`src/rtl/lotr_pkg.sv`:
```
// Shared VGA read-side constants and types: 640x480@60 timing, frame buffer geometry, RGB pixel struct.
package lotr_pkg;

  localparam int H_TOTAL      = 800;
  localparam int V_TOTAL      = 525;
  localparam int H_SYNC_START = 656;
  localparam int H_SYNC_END   = 752;
  localparam int V_SYNC_START = 490;
  localparam int V_SYNC_END   = 492;

  localparam int VGA_WORDS_PER_LINE = 20;
  localparam int VGA_ADDR_W         = 14;
  localparam int VGA_CNT_W          = 10;

  typedef struct packed {
    logic [3:0] r;
    logic [3:0] g;
    logic [3:0] b;
  } t_vga_rgb;

endpackage

```
`src/rtl/vga_fetch_ctrl_if.sv`:
```
// Frame buffer read port plus VGA DAC pins; TestPatSel exists only with LOTR_VGA_TEST_PATTERN_EN.
interface vga_fetch_ctrl_if;
  import lotr_pkg::*;

  logic [VGA_ADDR_W-1:0] RdAddress;
  logic [31:0]           RdData;
  logic [3:0]            VgaR;
  logic [3:0]            VgaG;
  logic [3:0]            VgaB;
  logic                  HSync;
  logic                  VSync;
  logic                  FrameStart;
`ifdef LOTR_VGA_TEST_PATTERN_EN
  logic                  TestPatSel;

  modport master (output RdAddress, VgaR, VgaG, VgaB, HSync, VSync, FrameStart,
                  input  RdData, TestPatSel);
  modport slave  (input  RdAddress, VgaR, VgaG, VgaB, HSync, VSync, FrameStart,
                  output RdData, TestPatSel);
`else
  modport master (output RdAddress, VgaR, VgaG, VgaB, HSync, VSync, FrameStart,
                  input  RdData);
  modport slave  (input  RdAddress, VgaR, VgaG, VgaB, HSync, VSync, FrameStart,
                  output RdData);
`endif

endinterface

```
`src/rtl/vga_sync_gen.sv`:
```
// Pixel/line counters with the raw (stage-0) active window and active-low sync levels.
module vga_sync_gen
  import lotr_pkg::*;
#(
  parameter int H_ACTIVE = 640,
  parameter int H_FP     = 16,
  parameter int H_SYNC   = 96,
  parameter int H_BP     = 48,
  parameter int V_ACTIVE = 480,
  parameter int V_FP     = 10,
  parameter int V_SYNC   = 2,
  parameter int V_BP     = 33
) (
  input  logic                 clk,
  input  logic                 rst,
  output logic [VGA_CNT_W-1:0] hcnt,
  output logic [VGA_CNT_W-1:0] vcnt,
  output logic                 active,
  output logic                 hsync_raw,
  output logic                 vsync_raw
);

  localparam int HT  = H_ACTIVE + H_FP + H_SYNC + H_BP;
  localparam int VT  = V_ACTIVE + V_FP + V_SYNC + V_BP;
  localparam int HS0 = H_ACTIVE + H_FP;
  localparam int HS1 = HS0 + H_SYNC;
  localparam int VS0 = V_ACTIVE + V_FP;
  localparam int VS1 = VS0 + V_SYNC;

  always_ff @(posedge clk or posedge rst) begin
    if (rst) begin
      hcnt <= '0;
      vcnt <= '0;
    end else if (hcnt == VGA_CNT_W'(HT - 1)) begin
      hcnt <= '0;
      vcnt <= (vcnt == VGA_CNT_W'(VT - 1)) ? '0 : vcnt + 1'b1;
    end else begin
      hcnt <= hcnt + 1'b1;
    end
  end

  assign active    = (hcnt < VGA_CNT_W'(H_ACTIVE)) && (vcnt < VGA_CNT_W'(V_ACTIVE));
  assign hsync_raw = !((hcnt >= VGA_CNT_W'(HS0)) && (hcnt < VGA_CNT_W'(HS1)));
  assign vsync_raw = !((vcnt >= VGA_CNT_W'(VS0)) && (vcnt < VGA_CNT_W'(VS1)));

endmodule

```
`src/rtl/vga_fetch_ctrl.sv`:
```
// VGA display reader: word fetch from the frame buffer and 1bpp -> RGB pipeline (2 QClk latency).
// Optional checkerboard source selected by macro LOTR_VGA_TEST_PATTERN_EN.
module vga_fetch_ctrl
  import lotr_pkg::*;
#(
  parameter int          H_ACTIVE = 640,
  parameter int          H_FP     = 16,
  parameter int          H_SYNC   = 96,
  parameter int          H_BP     = 48,
  parameter int          V_ACTIVE = 480,
  parameter int          V_FP     = 10,
  parameter int          V_SYNC   = 2,
  parameter int          V_BP     = 33,
  parameter logic [11:0] FG_COLOR = 12'hFFF,
  parameter logic [11:0] BG_COLOR = 12'h000
) (
  input  logic             QClk,
  input  logic             RstQnnnH,
  vga_fetch_ctrl_if.master bus
);

  logic [VGA_CNT_W-1:0]  hcnt, vcnt;
  logic                  active, hsync_raw, vsync_raw, first_px;
  logic [VGA_ADDR_W-1:0] vcnt_w, line_base;

  logic [4:0] h_p1;
  logic       vld_p1, hsync_p1, vsync_p1, frame_p1, pix_p1;
  t_vga_rgb   rgb_p2;
  logic       hsync_p2, vsync_p2, frame_p2;

  function automatic t_vga_rgb pixel_rgb(input logic vld, input logic pix);
    if (!vld) return '0;
    return pix ? t_vga_rgb'(FG_COLOR) : t_vga_rgb'(BG_COLOR);
  endfunction

  vga_sync_gen #(
    .H_ACTIVE(H_ACTIVE), .H_FP(H_FP), .H_SYNC(H_SYNC), .H_BP(H_BP),
    .V_ACTIVE(V_ACTIVE), .V_FP(V_FP), .V_SYNC(V_SYNC), .V_BP(V_BP)
  ) u_sync (
    .clk       (QClk),
    .rst       (RstQnnnH),
    .hcnt      (hcnt),
    .vcnt      (vcnt),
    .active    (active),
    .hsync_raw (hsync_raw),
    .vsync_raw (vsync_raw)
  );

  assign first_px = (hcnt == '0) && (vcnt == '0);

  // Stage 0: word address, constant over each 32-pixel group; x20 built as x16 + x4
  assign vcnt_w    = VGA_ADDR_W'(vcnt);
  assign line_base = (vcnt_w << 4) + (vcnt_w << 2);
  assign bus.RdAddress = active ? line_base + VGA_ADDR_W'(hcnt[9:5]) : '0;

  // Stage 1: RdData arrives here, aligned with the registered pixel index
  always_ff @(posedge QClk or posedge RstQnnnH) begin
    if (RstQnnnH) begin
      h_p1     <= '0;
      vld_p1   <= 1'b0;
      hsync_p1 <= 1'b1;
      vsync_p1 <= 1'b1;
      frame_p1 <= 1'b0;
    end else begin
      h_p1     <= hcnt[4:0];
      vld_p1   <= active;
      hsync_p1 <= hsync_raw;
      vsync_p1 <= vsync_raw;
      frame_p1 <= first_px;
    end
  end

`ifdef LOTR_VGA_TEST_PATTERN_EN
  logic v3_p1;

  always_ff @(posedge QClk or posedge RstQnnnH) begin
    if (RstQnnnH) v3_p1 <= 1'b0;
    else          v3_p1 <= vcnt[3];
  end

  always_comb begin
    pix_p1 = bus.RdData[h_p1];
    if (bus.TestPatSel) pix_p1 = h_p1[3] ^ v3_p1;
  end
`else
  always_comb begin
    pix_p1 = bus.RdData[h_p1];
  end
`endif

  // Stage 2: pin registers; blanking forced black whatever RdData holds
  always_ff @(posedge QClk or posedge RstQnnnH) begin
    if (RstQnnnH) begin
      rgb_p2   <= '0;
      hsync_p2 <= 1'b1;
      vsync_p2 <= 1'b1;
      frame_p2 <= 1'b0;
    end else begin
      rgb_p2   <= pixel_rgb(vld_p1, pix_p1);
      hsync_p2 <= hsync_p1;
      vsync_p2 <= vsync_p1;
      frame_p2 <= frame_p1;
    end
  end

  assign bus.VgaR       = rgb_p2.r;
  assign bus.VgaG       = rgb_p2.g;
  assign bus.VgaB       = rgb_p2.b;
  assign bus.HSync      = hsync_p2;
  assign bus.VSync      = vsync_p2;
  assign bus.FrameStart = frame_p2;

endmodule

```
`src/flat_wrapper.sv`:
```
// flat-port wrapper written by rule: the top's interface ports become plain ports
module vga_fetch_ctrl_flat import lotr_pkg::*;
#(
  parameter int          H_ACTIVE = 640,
  parameter int          H_FP     = 16,
  parameter int          H_SYNC   = 96,
  parameter int          H_BP     = 48,
  parameter int          V_ACTIVE = 480,
  parameter int          V_FP     = 10,
  parameter int          V_SYNC   = 2,
  parameter int          V_BP     = 33,
  parameter logic [11:0] FG_COLOR = 12'hFFF,
  parameter logic [11:0] BG_COLOR = 12'h000
)
  (QClk, RstQnnnH, bus_RdAddress, bus_VgaR, bus_VgaG, bus_VgaB, bus_HSync, bus_VSync, bus_FrameStart, bus_RdData);
  vga_fetch_ctrl_if bus_i ();
  input  logic QClk;
  input  logic RstQnnnH;
  output wire logic [$bits(bus_i.RdAddress)-1:0] bus_RdAddress;
  output wire logic [$bits(bus_i.VgaR)-1:0] bus_VgaR;
  output wire logic [$bits(bus_i.VgaG)-1:0] bus_VgaG;
  output wire logic [$bits(bus_i.VgaB)-1:0] bus_VgaB;
  output wire logic [$bits(bus_i.HSync)-1:0] bus_HSync;
  output wire logic [$bits(bus_i.VSync)-1:0] bus_VSync;
  output wire logic [$bits(bus_i.FrameStart)-1:0] bus_FrameStart;
  input wire logic [$bits(bus_i.RdData)-1:0] bus_RdData;
  assign bus_RdAddress = bus_i.RdAddress;
  assign bus_VgaR = bus_i.VgaR;
  assign bus_VgaG = bus_i.VgaG;
  assign bus_VgaB = bus_i.VgaB;
  assign bus_HSync = bus_i.HSync;
  assign bus_VSync = bus_i.VSync;
  assign bus_FrameStart = bus_i.FrameStart;
  assign bus_i.RdData = bus_RdData;
  vga_fetch_ctrl #(.H_ACTIVE(H_ACTIVE), .H_FP(H_FP), .H_SYNC(H_SYNC), .H_BP(H_BP), .V_ACTIVE(V_ACTIVE), .V_FP(V_FP), .V_SYNC(V_SYNC), .V_BP(V_BP), .FG_COLOR(FG_COLOR), .BG_COLOR(BG_COLOR)) u_core (.QClk(QClk), .RstQnnnH(RstQnnnH), .bus(bus_i));
endmodule
```
`config.mk`:
```
export PLATFORM = sky130hd
export DESIGN_NAME = vga_fetch_ctrl_flat
export DESIGN_NICKNAME = d
export VERILOG_FILES = /design/src/rtl/lotr_pkg.sv /design/src/rtl/vga_fetch_ctrl_if.sv /design/src/rtl/vga_sync_gen.sv /design/src/rtl/vga_fetch_ctrl.sv /design/src/flat_wrapper.sv
export SDC_FILE = /design/constraint.sdc
export NUM_CORES = 1
export LEC_CHECK = 0
export ABC_CLOCK_PERIOD_IN_PS = 6200
export CORE_ASPECT_RATIO = 0.9
export CORE_MARGIN = 2
export CORE_UTILIZATION = 53
export CTS_CLUSTER_SIZE = 12
export DETAILED_ROUTE_END_ITERATION = 10
export PLACE_DENSITY_LB_ADDON = 0.3
export SYNTH_ARGS = -nofsm -noshare
export SYNTH_HDL_FRONTEND = slang
export SYNTH_SLANG_ARGS = --single-unit
```
`constraint.sdc`:
```
create_clock -name QClk -period 6.2 [get_ports QClk]
set_input_delay 0.62 -clock QClk [delete_from_list [all_inputs] [get_ports QClk]]
set_output_delay 0.62 -clock QClk [all_outputs]
set_load 0.1 [all_outputs]
```
=== Word level (Yosys, flattened, before mapping) ===
Cells that the tools add are included.

* Equality and inequality tests: 2
* Multiply operators: 0
* Add/subtract/negate cells: 4
* Multiplexer cells: 7
* Bitwise gates (word level): 0
* Reduce and logical (&&, ||, !) cells: 8
* Div/mod/pow operators: 0
* Shift operators: 0
* $lt $le $gt $ge: 7

{| class="wikitable"
|+ Operator list
! cell !! count
|-
| 12-bit 2-to-1 mux || 2
|-
| 10-bit by 1-bit adder with 10-bit output (second input constant) || 2
|-
| 10-bit == test (second input constant) || 2
|-
| 10-bit logical NOT || 2
|-
| 10-bit < comparator (second input constant) || 2
|-
| 10-bit by 9-bit < comparator with 1-bit output (second input constant) || 2
|-
| 10-bit 2-to-1 mux || 2
|-
| 14-bit by 12-bit adder with 14-bit output || 1
|-
| 14-bit by 5-bit adder with 14-bit output || 1
|-
| 14-bit 2-to-1 mux || 1
|-
| 10-bit >= comparator (second input constant) || 1
|-
| 10-bit by 9-bit >= comparator with 1-bit output (second input constant) || 1
|-
| 5-bit by 6-bit < comparator with 1-bit output (second input constant) || 1
|-
| 1-bit binary-select mux with 5-bit select || 1
|-
| 1-bit logical AND || 4
|-
| 1-bit logical NOT || 2
|-
| 1-bit 2-to-1 mux || 1
|}

* Register bits: 44
* RAM bits: 0
* Memories: 0
* Input bits: 34
* ROM bits: 0
* Logic and storage cells: 41
* Output and inout bits: 29
* Bits in latches: 0

=== Depth between registers and ports, before layout ===
* Word-level depth: 4
* Mapped depth: 10
* Depth with buffers taken out: 9

=== Cells and area by module ===
A second synthesis with hierarchy kept.

* Cell total of the unflattened synthesis: 250
* Area, all modules: 2,572.5 µm²

{| class="wikitable"
|+ By module, submodules not included
! module !! area an instance (µm²) !! cells each !! seq. area each (µm²) !! times used
|-
| vga_fetch_ctrl || 1,456.4 || 143 || 330.3 || 1
|-
| vga_sync_gen || 1,116.1 || 107 || 500.5 || 1
|}

=== Worst setup path before layout ===
No wires, ideal clock.

* Path type: reg2out
* Start: reg u_core.u_sync.vcnt[2]
* End: out bus_RdAddress[11]
* Slack: 1.442 ns
* Cell stages (with the launch flop): 10
* Required time: 5.580 ns
* Data arrival time: 4.138 ns
* Path buffers: 1
* Cells stage by stage: dfrtp_1 clkbuf_1 inv_1 fa_1 fa_1 nor2b_1 o21ai_0 a21oi_1 nor3_1 nor3_1

* Longest elaborated chain between the ends: 3
* Elaborated cells between the ends (all ways): 5
* Those cells by class: 2 x add/sub; 1 x order compare; 1 x mux; 1 x reduce/logical

{| class="wikitable"
|+ Ends and longest elaborated chain
! item !! RTL line !! source
|-
| from (decl) || vga_sync_gen.sv:17 || <nowiki>output logic [VGA_CNT_W-1:0] vcnt,</nowiki>
|-
| from (signal assigned) || vga_sync_gen.sv:36 || <nowiki>vcnt <= (vcnt == VGA_CNT_W'(VT - 1)) ? '0 : vcnt + 1'b1;</nowiki>
|-
| 14-bit by 12-bit adder with 14-bit output / 10-bit by 9-bit < comparator with 1-bit output (equally long branches) || vga_fetch_ctrl.sv:53, vga_sync_gen.sv:42 ||
|-
| 14-bit by 5-bit adder with 14-bit output / 1-bit logical AND (equally long branches) || vga_fetch_ctrl.sv:54, vga_sync_gen.sv:42 ||
|-
| 14-bit 2-to-1 mux * || vga_fetch_ctrl.sv:54 || <nowiki>assign bus.RdAddress = active ? line_base + VGA_ADDR_W'(hcnt[9:5]) : '0;</nowiki>
|-
| to (decl) || flat_wrapper.sv:19 || <nowiki>output wire logic [$bits(bus_i.RdAddress)-1:0] bus_RdAddress;</nowiki>
|}

Mark *: on every way between the ends. The rest lies on a longest branch, timed or not.

=== Worst setup path after layout ===
* Start: reg u_core.u_sync.vcnt[0]
* End: out bus_RdAddress[10]

Same word-level chain as after synthesis.

==> results.py <==
metrics = {
    "run_status": {
        "status": "finished, final reports clean",
    },
    "placement": {
        "port_buffers": 62,
        "dpl_cell_area_mm2": 0.00298,
        "routabilityCongestion": 0.927,
        "pre_cts_slack_ns": 1.96,
        "dp_hpwl_mm": 3.91,
        "place_inst": 348,
    },
    "pwr": {
        "max-vdd-ir-drop_mv": 0.140,
        "powerDensity_mw_per_mm2": 142,
        "power_leakage_uw": 0.00138,
    },
    "final_layout": {
        "instances_no_fill": 356,
        "drive_above_1_share_pct": 6.12,
        "final_common_cell": "clkdlybuf4s50_1",
        "fin_nets": 352,
        "multi_input_area_mm2": 0.00138,
        "fill_cells": 335,
        "final_cell_mix": "clkdlybuf4s50_1, dfrtp_1, ha_1",
        "seqCellArea_um2": 831,
        "syn_to_final_growth_pct": 28.2,
        "design_area_mm2": 0.00306,
        "antenna_cells": 0,
    },
    "timing": {
        "finalSetupTns_ns": 0,
        "worst_slew_pin_slew_ns": 0.991,
        "finalSetupViolations": 0,
        "layout_min_cycle_time_ns": 4.56,
        "fmax_ghz": 0.219,
        "min_period_over_period_pct": 73.6,
        "slew_viol_final": 0,
        "hold_viol": 0,
        "worst_slack_ns": 1.64,
        "rsz0062_at_grt": "false",
        "skew_ns": 0.00403,
        "slew_headroom_pct": 33.7,
    },
    "drt": {
        "vias_per_cell": 5.37,
        "wl_met2_mm": 2.35,
        "totalWireLength_mm": 5.01,
        "met3_wirelength_um": 223,
        "vias": 1910,
        "drc_errors": 0,
        "topRoutingLayerUsed": "met4",
        "firstDrtPassIters": 4,
        "ant_nets": 0,
        "wl_met1_mm": 2.37,
        "drt_iter0_drc": 114,
        "routedWlPerCell_um": 14.1,
    },
    "global_route": {
        "overflow": 0,
        "antenna_found_initial": 0,
        "grt_pass1_vias": 1699,
        "grt_max_degree": 34,
        "track_usage_pct": 21.9,
        "grt_pass1_wl_mm": 8.15,
    },
    "cts": {
        "cts_buffers": 5,
        "clockBufferDepth": 2,
        "path_clk_slew_ns": 0.06,
        "ctsHoldBuffers": 0,
        "clock_latency_ns": 0.28,
        "cts_sinks": 33,
        "cts_resized": 0,
        "h-tree-depth": 2,
        "tritoncts": "yes",
        "clockRootBuffer": "clkbuf_8",
        "post-cts-setup-buffers": 0,
    },
    "die": {
        "die-area_mm2": 0.00506,
        "coreArea_mm2": 0.00440,
        "initial_utilization_pct": 54.3,
        "num_rows": 23,
        "die_h_um": 67.7,
        "die_w_um": 74.8,
        "io_pins": 63,
    },
    "synth": {
        "ys_types": 42,
        "postSynthCellCount": 241,
        "synth-edff-count": 0,
        "yosys_warnings": 0,
        "synth_fp_nets": 300,
        "async_flop_share_pct": 100,
        "ys_seq_area_share_pct": 34.8,
        "ys.flop_type": "dfrtp_1",
        "syn-cell-area_mm2": 0.00239,
        "synth-seq-cells": 33,
        "syn_avg_cell_area_um2": 9.92,
    },
    "worst_setup_path": {
        "worstPathRequired_ns": 5.58,
        "cp-start-kind": "register",
        "worst-setup-path-type": "register to primary output",
        "end_kind": "primary output",
        "critical_path.max_fanout": 5,
        "critPathArrivalTime_ns": 3.94,
        "ff2ff_setup_slack_ns": 4.19,
    },
    "hold_path": {
        "hp-class": "register to register",
    },
    "job": {
        "maxCapViolations": 0,
    },
}
[metal layers]
layer  vias to the layer above  global-route usage [%]
met5                         -                       0
met3                         6                    5.52
met2                        53                    31.7
met4                         0                    6.92
li1                        960                       -
met1                       891                    32.1
[area by class of cell]
type / count / area share (%)
clock inverter: 2 / 0.327
sequential: 33 / 27.1
timing repair buffer: 64 / 20.8
clock buffer: 6 / 2.37
inverter: 14 / 1.72
tap: 62 / 2.53
multi-input combinational: 175 / 45.2
[report_power, final]
part | switching, uW | leakage, uW | internal [uW] | total (uW)
sequential | 0.855 | 0.000421 | 216 | 217
clock | 72.2 | 0.0000450 | 77.6 | 150
combinational | 39.0 | 0.000914 | 28.7 | 67.7
total | 112 | 0.00138 | 322 | 434
[path summary, 6_finish.rpt]
check	start	end	depth (start not counted)
worst min register to register	u_core.vsync_p1	u_core.bus.VSync	0
max in group asynchronous	RstQnnnH	u_core.vsync_p1	3
worst min-delay path	u_core.vsync_p1	u_core.bus.VSync	0
min in group asynchronous	RstQnnnH	u_core.bus.VgaB[2]	3
worst max-delay path	u_core.u_sync.vcnt[0]	bus_RdAddress[10]	10
worst max register to register	u_core.u_sync.hcnt[0]	u_core.u_sync.vcnt[8]	7
[state kept, by name, summed over array words and instances, names as in the netlist]
signal / cells
u_core.bus.VSync: 1
u_core.frame_p1: 1
u_core.vsync_p1: 1
u_core.bus.FrameStart: 1
u_core.vld_p1: 1
u_core.u_sync.vcnt: 10
u_core.bus.VgaB: 1
u_core.hsync_p1: 1
u_core.u_sync.hcnt: 10
u_core.h_p1: 5
u_core.bus.HSync: 1
[cell usage after synthesis, drive strengths merged (3+ instances only)]
cell type	instances	area share, %
dfrtp	29	30
ha	23	12
nor2	21	3.3
nand2	15	2.4
buf	14	4.3
inv	14	2.2
o21ai	11	2.3
a21oi	10	2.1
nand3	10	2.1
nor3	10	2.1
mux4	9	9.3
xor2	7	2.6
xnor2	6	2.2
clkbuf	5	0.79
nor2b	5	1.3
nor4	5	1.6
and2	4	1.0
and3	4	1.0
dfstp	4	4.4
nor3b	4	1.3
o21a	4	1.3
a21o	3	0.94
mux2i	3	1.3
nand4	3	0.79
[kinds of logic after synthesis]
| family | count (synthesis) | synth area share [%] |
|---|---|---|
| AO/OA/AOI/OAI | 39 | 10.4 |
| XOR/XNOR | 13 | 4.76 |
| adder cells (fa/ha/maj) | 25 | 13.7 |
| buffers and inverters | 33 | 7.33 |
| flip-flops | 33 | 34.8 |
| multiplexers | 12 | 10.5 |
| AND/OR/NAND/NOR | 86 | 18.5 |
[per-stage QoR]
stage / hold WS [ns] / util [%] / total power (uW)
after CTS: 0.358 / 69.6 / 439
after global placement: 0.335 / 67.7 / 288
after detailed placement: 0.349 / 67.7 / 289
final: 0.358 / 69.6 / 434
after floorplan: 0.331 / - / 264
after global routing: 0.363 / 69.6 / 452
[worst max-delay path: stages (launching register included)]
cell,delay (ns)
dfrtp_1,0.43
inv_1,0.14
fa_1,0.61
inv_1,0.06
ha_1,0.31
a211oi_1,0.31
o21ai_0,0.14
a21oi_1,0.24
a21oi_1,0.13
mux2i_1,0.15
clkdlybuf4s50_1,1.14
(Power assumes the default switching activity.)
